[config.mk]
export PLATFORM = sky130hd
export DESIGN_NAME = cache_way_ctrl
export DESIGN_NICKNAME = d
export VERILOG_FILES = /design/src/rtl/cache_way_ctrl.sv
export SDC_FILE = /design/constraint.sdc
export NUM_CORES = 1
export LEC_CHECK = 0
export ABC_AREA = 1
export BUFFER_PORTS_ARGS = -buffer_cell sky130_fd_sc_hd__buf_4
export CORE_ASPECT_RATIO = 1.25
export CORE_MARGIN = 4
export CORE_UTILIZATION = 30
export DETAILED_ROUTE_END_ITERATION = 8
export PLACE_DENSITY = 0.45
export SLEW_MARGIN = 10
export SYNTH_ARGS = -nofsm -noshare
export SYNTH_HDL_FRONTEND = slang
export SYNTH_SLANG_ARGS = --single-unit
[constraint.sdc]
create_clock -name clk -period 2.6 [get_ports clk]
set_input_delay 0.13 -clock clk [delete_from_list [all_inputs] [get_ports clk]]
set_output_delay 0.13 -clock clk [all_outputs]
set_load 0.005 [all_outputs]
[src/rtl/cache_way_ctrl.sv]
// cache_way_ctrl: 4-way set-associative tag/valid controller.
//
// A request is latched in IDLE, compared against the four ways of its set in
// LOOKUP, and answered from RESP. On a miss a victim way is chosen, a refill is
// requested from memory (MREQ), and the tag is installed when the refill
// completes (MWAIT). The per-set tree-PLRU trees live outside this block: it
// selects one via plru_index, reads its state on plru_state and updates it with
// plru_touch/plru_access.
//
// Ports:
//   clk, rst                      clock, synchronous active-high reset
//   req_valid/req_ready           request handshake; req_tag, req_index
//   flush                         invalidate every line (IDLE only)
//   resp_valid/resp_ready         response handshake; resp_hit, resp_way
//   mem_req_valid/mem_req_ready   refill request; mem_req_tag, mem_req_index
//   mem_resp_valid                refill-complete pulse
//   plru_index, plru_state        tree selection and its current 3-bit state
//   plru_access, plru_touch       way touched and the one-cycle update strobe
module cache_way_ctrl #(
  parameter int NUM_SETS = 16,
  parameter int TAG_W = 8,
  localparam int INDEX_W = $clog2(NUM_SETS)
) (
  input  logic               clk,
  input  logic               rst,
  input  logic               req_valid,
  output logic               req_ready,
  input  logic [TAG_W-1:0]   req_tag,
  input  logic [INDEX_W-1:0] req_index,
  input  logic               flush,
  output logic               resp_valid,
  input  logic               resp_ready,
  output logic               resp_hit,
  output logic [1:0]         resp_way,
  output logic               mem_req_valid,
  input  logic               mem_req_ready,
  output logic [TAG_W-1:0]   mem_req_tag,
  output logic [INDEX_W-1:0] mem_req_index,
  input  logic               mem_resp_valid,
  output logic [INDEX_W-1:0] plru_index,
  input  logic [2:0]         plru_state,
  output logic [1:0]         plru_access,
  output logic               plru_touch
);

  typedef enum logic [2:0] {IDLE, LOOKUP, MREQ, MWAIT, RESP} state_t;

  state_t             state_reg, state_next;
  logic [TAG_W-1:0]   tag_reg;
  logic [INDEX_W-1:0] index_reg;
  logic [1:0]         victim_reg;
  logic               resp_hit_reg;
  logic [1:0]         resp_way_reg;
  logic [3:0]         valid_reg [NUM_SETS];

  logic               accept;
  logic               install;
  logic [3:0]         hit_vec;
  logic               hit;
  logic [1:0]         hit_way;
  logic [1:0]         victim;
  logic [3:0]         set_valid;

  assign accept  = req_valid && req_ready;
  assign install = (state_reg == MWAIT) && mem_resp_valid && !rst;

  // One tag RAM per way. The read is registered on request acceptance so the
  // stored tags are ready during the single LOOKUP cycle. Installs happen only
  // in MWAIT, so a read and a write never target the same cycle.
  genvar gi;
  generate
    for (gi = 0; gi < 4; gi++) begin : g_way
      logic [TAG_W-1:0] tag_mem [NUM_SETS];
      logic [TAG_W-1:0] rd_q;

      always_ff @(posedge clk) begin
        if (install && victim_reg == 2'(gi)) begin
          tag_mem[index_reg] <= tag_reg;
        end
        if (accept) begin
          rd_q <= tag_mem[req_index];
        end
      end

      assign hit_vec[gi] = valid_reg[index_reg][gi] && (rd_q == tag_reg);
    end
  endgenerate

  assign hit = |hit_vec;

  always_comb begin
    hit_way = 2'd0;
    for (int i = 0; i < 4; i++) begin
      if (hit_vec[i]) hit_way = 2'(i);
    end
  end

  // Victim: lowest-numbered invalid way; when the set is full, follow the tree.
  // The descending loop lets the lowest invalid way overwrite higher ones.
  always_comb begin
    set_valid = valid_reg[index_reg];
    if (plru_state[2]) victim = plru_state[0] ? 2'd0 : 2'd1;
    else               victim = plru_state[1] ? 2'd2 : 2'd3;
    for (int i = 3; i >= 0; i--) begin
      if (!set_valid[i]) victim = 2'(i);
    end
  end

  always_ff @(posedge clk) begin
    if (rst) state_reg <= IDLE;
    else     state_reg <= state_next;
  end

  always_comb begin
    state_next    = state_reg;
    req_ready     = 1'b0;
    mem_req_valid = 1'b0;
    resp_valid    = 1'b0;
    plru_touch    = 1'b0;
    plru_access   = 2'd0;
    case (state_reg)
      IDLE: begin
        req_ready = !flush;
        if (!flush && req_valid) state_next = LOOKUP;
      end
      LOOKUP: begin
        if (hit) begin
          plru_touch  = 1'b1;
          plru_access = hit_way;
          state_next  = RESP;
        end else begin
          state_next = MREQ;
        end
      end
      MREQ: begin
        mem_req_valid = 1'b1;
        if (mem_req_ready) state_next = MWAIT;
      end
      MWAIT: begin
        if (mem_resp_valid) begin
          plru_touch  = 1'b1;
          plru_access = victim_reg;
          state_next  = RESP;
        end
      end
      RESP: begin
        resp_valid = 1'b1;
        if (resp_ready) state_next = IDLE;
      end
      default: state_next = IDLE;
    endcase
    // The trees must never be updated while this block is being reset.
    if (rst) begin
      plru_touch  = 1'b0;
      plru_access = 2'd0;
    end
  end

  always_ff @(posedge clk) begin
    if (rst) begin
      tag_reg      <= '0;
      index_reg    <= '0;
      victim_reg   <= 2'd0;
      resp_hit_reg <= 1'b0;
      resp_way_reg <= 2'd0;
    end else begin
      if (accept) begin
        tag_reg   <= req_tag;
        index_reg <= req_index;
      end
      if (state_reg == LOOKUP) begin
        if (hit) begin
          resp_hit_reg <= 1'b1;
          resp_way_reg <= hit_way;
        end else begin
          victim_reg <= victim;
        end
      end
      if (install) begin
        resp_hit_reg <= 1'b0;
        resp_way_reg <= victim_reg;
      end
    end
  end

  always_ff @(posedge clk) begin
    if (rst || (state_reg == IDLE && flush)) begin
      for (int i = 0; i < NUM_SETS; i++) valid_reg[i] <= 4'd0;
    end else if (install) begin
      valid_reg[index_reg][victim_reg] <= 1'b1;
    end
  end

  assign resp_hit      = resp_hit_reg;
  assign resp_way      = resp_way_reg;
  assign mem_req_tag   = tag_reg;
  assign mem_req_index = index_reg;
  assign plru_index    = index_reg;

endmodule

==> reports/results.env <==
RUN_STATUS='finished, final reports clean'
SEQ_AREA_FRAC_SYNTH_PCT=70.4
GRT_REMAINING_OVERFLOW=0
POST-ROUTE-WORST-SETUP-SLACK_PS=127
NETLIST.AREA_LEADER.SHARE_PCT=63.6
NETLIST_AREA_UM2=25700
FP.DIEAREA_UM2=90400
HPWLAFTERDP_UM=47100
FINALWEIGHTEDCONGESTION=0.850
CTS_TREE='done'
MULTI_INPUT_COMB_AREA_UM2=6150
POSTSYNTHCELLCOUNT=2030
NUM_VIAS=16200
POWER_DENSITY_nW_PER_UM2=729
DIEHEIGHT_UM=335
HTREEDEPTH=2
FIN_WORST_HOLD_SLACK_PS=121
SYNTH_WARNINGS=0
DESIGN.CORE.AREA_UM2=84600
SYNTH-SEQ-CELLS=632
STATIC-LEAKAGE-POWER_nW=11.0
SYNTH.LARGEST_AREA_CELL='sky130_fd_sc_hd__edfxtp_1'
CLKSLEWWORSTSETUPHOLDPATHS_PS=60
TOP_LEVEL_PORTS=47
ARRIVAL_PS=2340
SYNTH-MAIN-FF-CELL='sky130_fd_sc_hd__edfxtp_1'
GR_USAGE_TOTAL_PCT=16.1
TRITONCTS.NUM_BUFFERS=60
GLOBAL_ROUTE.PEAK_USAGE_LAYER='met2'
VDD_IR_DROP_MAX_V=0.000526
RSZ0062_AT_GRT='true'
DRTPASS1ITERATIONS=5
FLOW.AREA_GROWTH_FROM_SYNTHESIS_PCT=18.5
CRITICAL_PATH.STARTPOINT_TYPE='flop'
WORSTREG2REGEND='state_reg[1]'
STDCELL_COUNT=3325
POST_DRT_WL_PER_CELL_UM=22.3
IO_BUFFERS=46
PERIOD_NEEDED_PS=2470
MAX_CAP_VIOLATIONS=0
POST_SYNTH_MAIN_AREA_CONTRIBUTORS='sky130_fd_sc_hd__edfxtp_1 (64%), sky130_fd_sc_hd__dfxtp_1 (6.9%), sky130_fd_sc_hd__mux2i_1 (5.0%)'
DP_CELLS=3184
REPORT.FINAL.SLEW_VIOL_COUNT=0
FIRST_PASS_GRT_WIRE_LENGTH_UM=110000
SYNTH_CELL_TYPE_COUNT=37
CTS-ROOT-BUF='sky130_fd_sc_hd__clkbuf_16'
SYN_NETS=2052
GRT_ANTENNA_BEFORE_REPAIR=0
SETUP_VIOL=0
R2R_SETUP_SLACK_PS=250
ROUTE.ANTENNA.REMAINING_NETS=0
YS_TOP_CELLS_BY_COUNT='sky130_fd_sc_hd__edfxtp_1 (544), sky130_fd_sc_hd__inv_1 (220), sky130_fd_sc_hd__o21ai_0 (169), sky130_fd_sc_hd__nand2_1 (142), sky130_fd_sc_hd__a21oi_1 (139)'
WHS_PATH_DEPTH=6
CHIPWIDTH_UM=270
CRITPATHREQUIREDTIME_PS=2470
START_UTIL_PCT=30.4
PATH_MAX_FANOUT=14
SETUP.WORST_PATH.END_CLASS='output pin'
GRTUSAGEMET2_PCT=27.6
POSTROUTEWIRELENGTH_UM=74000
WORST_PIN_SLEW_PS=685
INITIALDRTVIOLATIONCOUNT=1205
MAXSLEWHEADROOM_PCT=54.3
FIN_SKEW_PS=12.2
LARGEST_REGISTER_FFS=512
FINISH.UTILIZATION_PCT=36.0
SYNTHMOSTINSTANTIATEDCELL='sky130_fd_sc_hd__edfxtp_1'
CRIT_TYPE='flop to output pin'
FRACTION_OF_REGISTERS_WITH_ASYNC_SET_RESET_PCT=0
MAX-CLOCK-PATH-BUFFERS=3
USE_MET1_PCT=21.2
ROUTE.DETAILED.VIAS_PER_INST=4.86
ROW_COUNT=119
HOLDCRITSTARTPOINT='req_valid'
DRIVE_ABOVE_1_SHARE_PCT=15.6
CLOCK_LATENCY_PS=630
SUM_NEG_SETUP_SLACK_PS=0
FINISH.NET_COUNT=2209
FINAL-SEQ-AREA_UM2=18100
GRT_START_MAX_NET_PINS=93
REG2REG_DEPTH=14
TIMING.FINAL.CRIT_SHARE_PCT=95.1
SYN_AVG_CELL_AREA_UM2=12.7
GR-USAGE-MET3_PCT=2.31
CTS_SINKS=632
MAX_FREQ_MHz=404
FINAL.FILL_COUNT=8281
TIMING.HOLD.WORST.CLASS='input port to flop'
HOLD-PATH-ENDPOINT='mem_req_tag[6]'
ROUTE.DETAILED.DRC=0
SYNTH_ENABLE_FLOP_CELLS=544
DETAILEDPLACE.WORSTSLACK_PS=213
TIMING.FINAL.HOLD_VIOLATIONS=0
FIRST_GLOBAL_VIAS=16400
[per-stage QoR]
stage	total power, mW	cell area [µm²]
6_report	22.2	30500
3_5_place_dp	13.2	28100
5_1_grt	23.0	30500
3_3_place_gp	13.2	28100
2_1_floorplan	12.4	25700
4_1_cts	22.4	30300
[how the worst max path moves through the flow]
| stage | startpoint | cells after the start | endpoint | slack, ps |
|---|---|---|---|---|
| 3_5_place_dp | state_reg[1] | 8 | g_way[3].tag_mem[11][7] | 210 |
| 3_3_place_gp | state_reg[2] | 9 | g_way[0].tag_mem[2][6] | 210 |
| 2_1_floorplan | mem_req_tag[7] | 11 | resp_way[0] | 140 |
| 4_1_cts | mem_req_tag[6] | 10 | plru_touch | 1 |
| 5_1_grt | flop | 13 | plru_touch | -20 |
| 6_report | flop | 13 | plru_touch | 130 |
[final cells by class]
type | instances | area share, %
flip-flops and latches | 632 | 59.5
multi-input cells | 1042 | 20.2
repair buffers | 228 | 6.30
clock buffers | 68 | 5.10
well taps | 1089 | 4.47
inverters | 222 | 2.79
clock inverters | 41 | 1.56
repair inverters | 1 | 0.0288
diodes | 2 | 0.0164
[per-layer routing]
metal | up-vias | wire, µm
met1 | 8058 | 32700
met4 | 0 | 2290
met5 | - | 0
met3 | 114 | 2900
met2 | 364 | 36100
li1 | 7630 | -
[what timing repair did]
action | CTS | global route
pin swaps | 0 | 1
hold endpoints to repair | 17 | 0
buffers inserted | 7 | 7
endpoints found under the setup margin | 3 | 3
hold buffers | 15 | 0
cloned | 0 | 1
resized for setup | 3 | 20
[power breakdown]
part / internal (mW) / switching [mW]
Combinational: 0.540 / 1.21
Clock: 5.35 / 3.80
Sequential: 11.2 / 0.116
Total: 17.1 / 5.12
[worst max-delay path: stages (launching register included)]
cell and delay (ps):
sky130_fd_sc_hd__dfxtp_4 450, sky130_fd_sc_hd__buf_6 190, sky130_fd_sc_hd__nand2_1 70, sky130_fd_sc_hd__o211ai_1 80
sky130_fd_sc_hd__nand3_1 90, sky130_fd_sc_hd__nand3_1 110, sky130_fd_sc_hd__nand2_2 110, sky130_fd_sc_hd__nand2_2 100
sky130_fd_sc_hd__nand2_2 90, sky130_fd_sc_hd__nor2_4 120, sky130_fd_sc_hd__nand2_2 70, sky130_fd_sc_hd__nand2_2 70
sky130_fd_sc_hd__nor2_1 40, sky130_fd_sc_hd__buf_4 130
[cell usage in the layout (no fill, tap or decap), drive strengths merged]
master       count
bufinv          11
nand2          155
nor3             5
dlygate4sd3     15
dfxtp           88
diode            2
xor2             8
nor4             1
o21ai          172
clkbuf          68
a22oi            2
clkinv          28
xnor2           21
a21oi          140
o22ai           61
mux2i          128
nand4            5
clkinvlp         2
nor2           104
nand3          105
o211ai         131
a31oi            1
mux2             1
buf            213
inv            223
or2              2
edfxtp         544
[cell families (layout without fill, tap and decap cells)]
logic type                count (synthesis)  after routing  share of synthesized area, %
buffers and inverters                   356            560                          5.76
DFF                                     632            632                          70.4
and+or+nand+nor                         377            377                          6.30
xor gates and xnor gates                 29             29                         0.988
muxes                                   129            129                          5.03
other                                     0              2                             0
AOI/OAI and AO/OA                       507            507                          11.5
Power figures use the tool's default switching activity.
